[src/rtl/mem_arbiter.sv]
// rtl/mem_arbiter.sv - round-robin arbiter sharing one line-wide memory port between two caches
//
// Port 0 (instruction cache) and port 1 (data cache) compete for a single
// line-wide main-memory port. One transaction owns memory from grant until
// mem_ready or the watchdog fires. The winning request is captured at grant
// time, so the memory-side signals stay stable even if the requester changes
// its inputs.
//
// Ports:
//   clk, rst                 clock, synchronous active-low reset
//   cN_req/we/addr/wdata     port N request, direction, line address, write line
//   cN_rdata/ready           port N read line and one-cycle completion pulse
//   mem_req/we/addr/wdata    memory request side, zero while mem_req=0
//   mem_rdata/ready          memory response side
//   busy                     high whenever the FSM is not idle
//   owner                    port of the current or most recent grant
//   timeout_err              sticky watchdog flag, cleared only by reset

module mem_arbiter #(
  parameter int AW        = 32,
  parameter int LW        = 128,
  parameter int TIMEOUT   = 1023,
  parameter bit PRIO_INIT = 1'b0
) (
  input  logic          clk,
  input  logic          rst,
  input  logic          c0_req,
  input  logic          c0_we,
  input  logic [AW-1:0] c0_addr,
  input  logic [LW-1:0] c0_wdata,
  output logic [LW-1:0] c0_rdata,
  output logic          c0_ready,
  input  logic          c1_req,
  input  logic          c1_we,
  input  logic [AW-1:0] c1_addr,
  input  logic [LW-1:0] c1_wdata,
  output logic [LW-1:0] c1_rdata,
  output logic          c1_ready,
  output logic          mem_req,
  output logic          mem_we,
  output logic [AW-1:0] mem_addr,
  output logic [LW-1:0] mem_wdata,
  input  logic [LW-1:0] mem_rdata,
  input  logic          mem_ready,
  output logic          busy,
  output logic          owner,
  output logic          timeout_err
);

  typedef enum logic [1:0] {
    IDLE    = 2'd0,
    ISSUE   = 2'd1,
    RELEASE = 2'd2
  } state_t;

  // A zero TIMEOUT disables the watchdog; keep the counter at least one bit wide.
  localparam int            CW       = (TIMEOUT > 0) ? $clog2(TIMEOUT + 1) : 1;
  localparam logic [CW-1:0] CNT_LAST = CW'((TIMEOUT > 0) ? (TIMEOUT - 1) : 0);
  localparam bit            WDOG_ON  = (TIMEOUT != 0);

  state_t        state;
  logic          prio;
  logic          owner_q;
  logic [CW-1:0] cnt;
  logic          lat_we;
  logic [AW-1:0] lat_addr;
  logic [LW-1:0] lat_wdata;
  logic          err_q;

  logic in_issue;
  logic tmo_hit;
  logic done;
  logic gnt_port;

  assign in_issue = (state == ISSUE);
  assign tmo_hit  = WDOG_ON && (cnt == CNT_LAST);
  assign done     = in_issue && (mem_ready || tmo_hit);
  // Contention goes to prio; otherwise whichever port asks (c1_req alone -> 1).
  assign gnt_port = (c0_req && c1_req) ? prio : c1_req;

  always_ff @(posedge clk) begin
    if (!rst) begin
      state     <= IDLE;
      prio      <= PRIO_INIT;
      owner_q   <= 1'b0;
      cnt       <= '0;
      lat_we    <= 1'b0;
      lat_addr  <= '0;
      lat_wdata <= '0;
      err_q     <= 1'b0;
    end else begin
      case (state)
        IDLE: begin
          if (c0_req || c1_req) begin
            owner_q   <= gnt_port;
            lat_we    <= gnt_port ? c1_we    : c0_we;
            lat_addr  <= gnt_port ? c1_addr  : c0_addr;
            lat_wdata <= gnt_port ? c1_wdata : c0_wdata;
            cnt       <= '0;
            state     <= ISSUE;
          end
        end
        ISSUE: begin
          if (mem_ready) begin
            // A response arriving on the watchdog cycle still counts as success.
            prio  <= ~owner_q;
            state <= RELEASE;
          end else if (tmo_hit) begin
            err_q <= 1'b1;
            prio  <= ~owner_q;
            state <= RELEASE;
          end else if (cnt != '1) begin
            cnt <= cnt + CW'(1);
          end
        end
        RELEASE: state <= IDLE;
        default: state <= IDLE;
      endcase
    end
  end

  assign mem_req   = in_issue;
  assign mem_we    = in_issue && lat_we;
  assign mem_addr  = in_issue ? lat_addr  : '0;
  assign mem_wdata = in_issue ? lat_wdata : '0;

  // Completion is suppressed while reset is asserted so an abandoned
  // transaction never signals the cache.
  assign c0_ready = rst && done && !owner_q;
  assign c1_ready = rst && done &&  owner_q;
  assign c0_rdata = (rst && in_issue && mem_ready && !owner_q) ? mem_rdata : '0;
  assign c1_rdata = (rst && in_issue && mem_ready &&  owner_q) ? mem_rdata : '0;

  assign busy        = (state != IDLE);
  assign owner       = owner_q;
  assign timeout_err = err_q;

endmodule

[config.mk]
export PLATFORM = sky130hd
export DESIGN_NAME = mem_arbiter
export DESIGN_NICKNAME = d
export VERILOG_FILES = /design/src/rtl/mem_arbiter.sv
export SDC_FILE = /design/constraint.sdc
export NUM_CORES = 1
export LEC_CHECK = 0
export ABC_AREA = 1
export BUFFER_PORTS_ARGS = -buffer_cell sky130_fd_sc_hd__buf_4
export CORE_AREA = 2 2 341 343
export CTS_CLUSTER_DIAMETER = 100
export DETAILED_ROUTE_END_ITERATION = 16
export DIE_AREA = 0 0 343 345
export PLACE_DENSITY = 0.32
export REMOVE_ABC_BUFFERS = 1
export SLEW_MARGIN = 20
export SYNTH_ARGS = -nofsm -noshare
export SYNTH_HDL_FRONTEND = slang
export SYNTH_SLANG_ARGS = --single-unit
export TNS_END_PERCENT = 50
[constraint.sdc]
create_clock -name clk -period 3.8 [get_ports clk]
set_clock_uncertainty 0.1 [all_clocks]
set_input_delay 0.57 -clock clk [delete_from_list [all_inputs] [get_ports clk]]
set_output_delay 0.57 -clock clk [all_outputs]
set_load 0.01 [all_outputs]
==> results of run 1 <==
==> metrics by stage <==
step                TNS [ns]  area [sq um]
floorplan            -778.32         10700
global placement           0         19600
detailed placement         0         19600
CTS                        0         20200
global route               0         20200
finish                     0         20200
==> synth_stat cells, types with 3 or more instances <==
master    instances
o21ai_0           3
clkbuf_1         38
buf_4            21
nand4_1           4
nor2_1          439
nand2_1         360
buf_1             4
buf_2            71
buf_6             3
nand3_2           7
inv_2            39
nand3_1         175
dfxtp_1         176
a21oi_1           4
nor2_4            4
nor3_1            3
inv_1           439
o211ai_1        161
nand2_2           7
==> worst paths after layout <==
kind | from | to | slack [ns] | cells after the start
setup reg to reg | prio | lat_wdata[114] | 1.47 | 9
hold / removal | c1_wdata[91] | lat_wdata[91] | 0.30 | 5
hold reg to reg | prio | prio | 0.38 | 2
setup / recovery | state[1] | c0_rdata[36] | 0.68 | 8
==> power by group through the flow <==
stage | clock network (mW) | registers, mW | logic, mW
final | 1.93 | 2.21 | 2.04
after global routing | 2.10 | 2.24 | 2.29
after detailed placement | 0 | 2.25 | 2.10
after CTS | 2.06 | 2.21 | 2.11
after global placement | 0 | 2.26 | 2.11
after floorplan | 0 | 2.21 | 0.974
==> registers in the layout (all words and copies together), names as in the netlist <==
register and cells:
state 2, cnt 10, lat_we 1, lat_addr 32, owner 1, lat_wdata 128, timeout_err 1, prio 1
==> layer usage <==
layer / vias up / share of wire / global-route usage
met4: 16 / 0.023 / 0.0442
met1: 6682 / 0.36 / 0.138
met2: 545 / 0.53 / 0.251
li1: 7441 / - / -
met5: - / 0.0010 / 0
met3: 77 / 0.086 / 0.0471
==> cells by family (layout without fill, tap and decap cells) <==
kind of cell	after synthesis	count (layout)	synth area share
flops	176	176	0.309
fa+ha+maj	2	2	0.00219
simple gates	1003	1003	0.360
other cells	0	9	0
compound gates	169	169	0.110
buf+inv	615	1415	0.219
==> critical path: stages, from the launching register on <==
cell	delay, ns
dfxtp_1	0.32
inv_1	0.15
nand2_8	0.09
inv_2	0.23
nand4_1	0.20
buf_12	0.22
buf_4	0.27
nor2_1	0.24
buf_4	0.18
==> area by class of cell <==
class	instances	area, sq um	share of cell area
tap	1524	1910	0.0945
antenna	9	22.5	0.00112
multi-input combinational	1174	5410	0.268
clock inverter	15	168	0.00831
sequential	176	3520	0.175
clock buffer	17	425	0.0211
timing repair buffer	905	6920	0.343
inverter	478	1800	0.0892
==> qor.yml, run 1 <==
antenna_found_initial: 25
vdd_ir_drop_max_uv: 223
yosys.area.top_type: "dfxtp_1"
hp-class: "in2reg"
ys_seq_area_frac: 0.309
syn_area_sq_um: 11400
p_per_area_nw_per_um2: 306
grt_pass1_vias: 14900
drc: 0
clock_latency_ns: 0.48
die_w_microns: 343
io_pins: 878
synth_ff_type: "dfxtp_1"
utilization: 0.175
avgViaCountPerCell: 3.43
synth-edff-count: 0
cts.path.max_buffers: 2
total_power_mw: 6.18
die_h_microns: 345
path_class: "reg2out"
finalNetCount: 3209
cts_sinks: 176
areaGrowthSynthToFinish_pct: 76.9
p_sw_frac: 0.373
grt_max_degree: 129
path_max_fanout: 65
avgSynthCellArea_sq_um: 5.80
drtPass1Iterations: 4
fin_crit_ns: 3.12
wl_microns: 82700
whs_ns: 0.301
synth-seq-cells: 176
mostFrequentLayoutCells: "894 x buf_4, 439 x inv_1, 439 x nor2_1, 360 x nand2_1, 176 x dfxtp_1"
dp_cells: 4257
dpl_worst_slack_ns: 1.13
hold_viol: 0
setup_viol: 0
comb_power_share: 0.330
p_int_mw: 3.88
core_sq_um: 115000
dp_hpwl_microns: 68300
grt_first_pass_wirelength_microns: 113000
cts_root_buf: "clkbuf_16"
start_util: 0.0991
syn_inst: 1965
cts_tree: "yes"
synth_top_area_share: 0.309
routedWlPerCell_microns: 19.2
post-route-period-util: 0.820
layout.cells.non_filler: 4298
p_sw_mw: 2.30
grt_overflow: 0
cts_made_buffers: 17
die_area_sq_um: 118000
portBuffers: 877
rows: 125
postSynth.asyncResetShare: 0
final_common_cell: "buf_4"
seqPwrFrac: 0.358
drtAntennaViolNets: 0
postCtsSetupBuffers: 0
startpoint_type: "register"
drtIter0Drc: 527
gp_congestion: 0.854
cts-hold-fix-buffers: 0
tightestPinTransition_ns: 0.989
outcome: "finished clean"
drv_slew: 0
max_freq_mhz: 321
end_kind: "primary output"
synth_cell_type_count: 24
nFillCells: 13600
drive_gt1_frac: 0.361
dr_total_vias: 14800
power.leakage_nw: 11.1
clockPowerShare: 0.312
ys_warn_count: 0
maxSlewHeadroom: 0.341
worstPathRequired_ns: 3.13
path_clk_slew_ns: 0.10
arrival_ns: 2.45
cap_violations: 0
rsz0062_at_grt: "no"
grt_usage: 0.134
cts_max_level: 4
ys_top_cells_by_area: "dfxtp_1 31%, inv_1 14%, nor2_1 14%"
cts_resized: 0
fin_ws_ns: 0.682
Power figures use the tool's default switching activity.
==> run 2: changes to the inputs <==
--- a/config.mk
+++ b/config.mk
@@ -7,11 +7,11 @@
 export LEC_CHECK = 0
 export ABC_AREA = 1
 export BUFFER_PORTS_ARGS = -buffer_cell sky130_fd_sc_hd__buf_4
-export CORE_AREA = 2 2 341 343
+export CORE_AREA = 2 2 340 342
 export CTS_CLUSTER_DIAMETER = 100
 export DETAILED_ROUTE_END_ITERATION = 16
-export DIE_AREA = 0 0 343 345
-export PLACE_DENSITY = 0.32
+export DIE_AREA = 0 0 342 344
+export PLACE_DENSITY = 0.33
 export REMOVE_ABC_BUFFERS = 1
 export SLEW_MARGIN = 20
 export SYNTH_ARGS = -nofsm -noshare
==> constraint.sdc (replaced) <==
create_clock -name clk -period 2.69 [get_ports clk]
set_clock_uncertainty 0.1 [all_clocks]
set_input_delay 0.4035 -clock clk [delete_from_list [all_inputs] [get_ports clk]]
set_output_delay 0.4035 -clock clk [all_outputs]
set_load 0.01 [all_outputs]
==> qor.yml, run 2 (same netlist as run 1, synthesis figures left out) <==
dp_hpwl_microns: 68200
p_sw_frac: 0.374
crit_path_cell_trace: "inv_2 -> nand2_8 -> inv_2 -> nand4_1 -> buf_4 -> buf_6 -> nor2_1 -> buf_4"
mostFrequentLayoutCells: "904 x buf_4, 438 x inv_1, 430 x nor2_1, 360 x nand2_1"
rows: 124
cap_violations: 0
comb_power_share: 0.341
drtIter0Drc: 470
routedWlPerCell_microns: 19.4
whs_ns: 0.133
drc: 0
cts_made_buffers: 17
cts_sinks: 176
drtAntennaViolNets: 0
cts.path.max_buffers: 2
gp_congestion: 0.846
top_regs: "lat_wdata (128), lat_addr (32), cnt (10)"
seqPwrFrac: 0.360
vdd_ir_drop_max_uv: 389
path_clk_slew_ns: 0.09
post-route-period-util: 0.927
end_kind: "primary output"
grt_overflow: 0
tightestPinTransition_ns: 0.594
path_class: "reg2out"
worstPathRequired_ns: 2.19
hp-class: "in2reg"
drv_slew: 0
grt_first_pass_wirelength_microns: 113000
path_max_fanout: 49
grt_pass1_vias: 14700
start_util: 0.100
die_w_microns: 342
finalNetCount: 3230
areaGrowthSynthToFinish_pct: 79.0
wl_microns: 83700
fin_ws_ns: 0.195
arrival_ns: 1.99
io_pins: 878
die_area_sq_um: 118000
startpoint_type: "register"
antenna_found_initial: 18
rsz0062_at_grt: "no"
grt_usage: 0.135
drtPass1Iterations: 5
dpl_worst_slack_ns: 0.443
core_sq_um: 114000
cpPeakStageDelay_ns: 0.37
avgViaCountPerCell: 3.45
dr_total_vias: 14800
cts_max_level: 4
setup_viol: 0
p_per_area_nw_per_um2: 424
maxSlewHeadroom: 0.604
outcome: "finished clean"
clockPowerShare: 0.298
clock_latency_ns: 0.48
total_power_mw: 8.66
largest_reg_flops: 128
hold_viol: 0
cts_tree: "yes"
die_h_microns: 344
cts-hold-fix-buffers: 0
fin_crit_ns: 2.49
drive_gt1_frac: 0.369
largest_register: "lat_wdata"
grt_max_degree: 100
max_freq_mhz: 401
p_sw_mw: 3.23
cts_root_buf: "clkbuf_16"
final_common_cell: "buf_4"
power.leakage_nw: 11.2
cp_slowest_cell: "buf_6"
p_int_mw: 5.42
portBuffers: 877
-- run 2: timing repair --
item / in CTS / in global routing
endpoints found under the setup margin: 37 / 84
gates cloned: 1 / 3
setup buffers: 1 / 4
pin swaps: 0 / 0
gates resized for setup: 1 / 14
-- run 2: final timing paths --
kind | start | end | slack, ns | cells past startpoint
hold reg to reg | timeout_err | timeout_err | 0.38 | 1
setup reg to reg | prio | lat_wdata[126] | 0.79 | 9
hold / removal | c1_wdata[110] | lat_wdata[110] | 0.13 | 5
setup / recovery | state[1] | c1_rdata[21] | 0.20 | 8
-- run 2: power by group through the flow --
stage	sequential (mW)	clock (mW)	combinational (mW)
after floorplan	3.13	0	1.38
after global placement	3.18	0	3.03
after detailed placement	3.18	0	3.02
after CTS	3.12	2.77	3.04
after global routing	3.16	2.84	3.30
final	3.12	2.58	2.96
-- run 2: layout make-up --
| cell class | instances | area, sq um |
|---|---|---|
| multi-input cells | 1174 | 5440 |
| inverters | 478 | 1800 |
| repair buffers | 926 | 7190 |
| clock inverters | 14 | 125 |
| flip-flops and latches | 176 | 3520 |
| well taps | 1512 | 1890 |
| clock buffers | 18 | 429 |
| fillers | 13400 | 93500 |
| diodes | 4 | 10.0 |
-- run 2: metrics by stage --
stage                TNS, ns  instances  utilization  area (sq um)
finish                     0       4302        0.179         20400
global route               0       4301        0.179         20400
CTS                        0       4292        0.178         20300
detailed placement         0       4258        0.173         19700
global placement           0       4258        0.173         19700
floorplan           -1188.54       1828            -         10700
-- run 2: critical path: cells and delay by family (launching register included) --
kind                   cells  cell delay (ns)
AND/OR/NAND/NOR            3             0.31
flip-flops                 1             0.36
buffers and inverters      5             0.84
-- run 2: routing by layer --
metal  wire length, microns  vias to the layer above  part of all wire  GRT usage
li1                       -                     7480                 -          -
met1                  31900                     6723              0.38      0.147
met2                  43700                      546              0.52      0.253
met3                   6150                       67             0.073     0.0384
met4                   1840                        8             0.022     0.0381
met5                     54                        -           0.00065          0
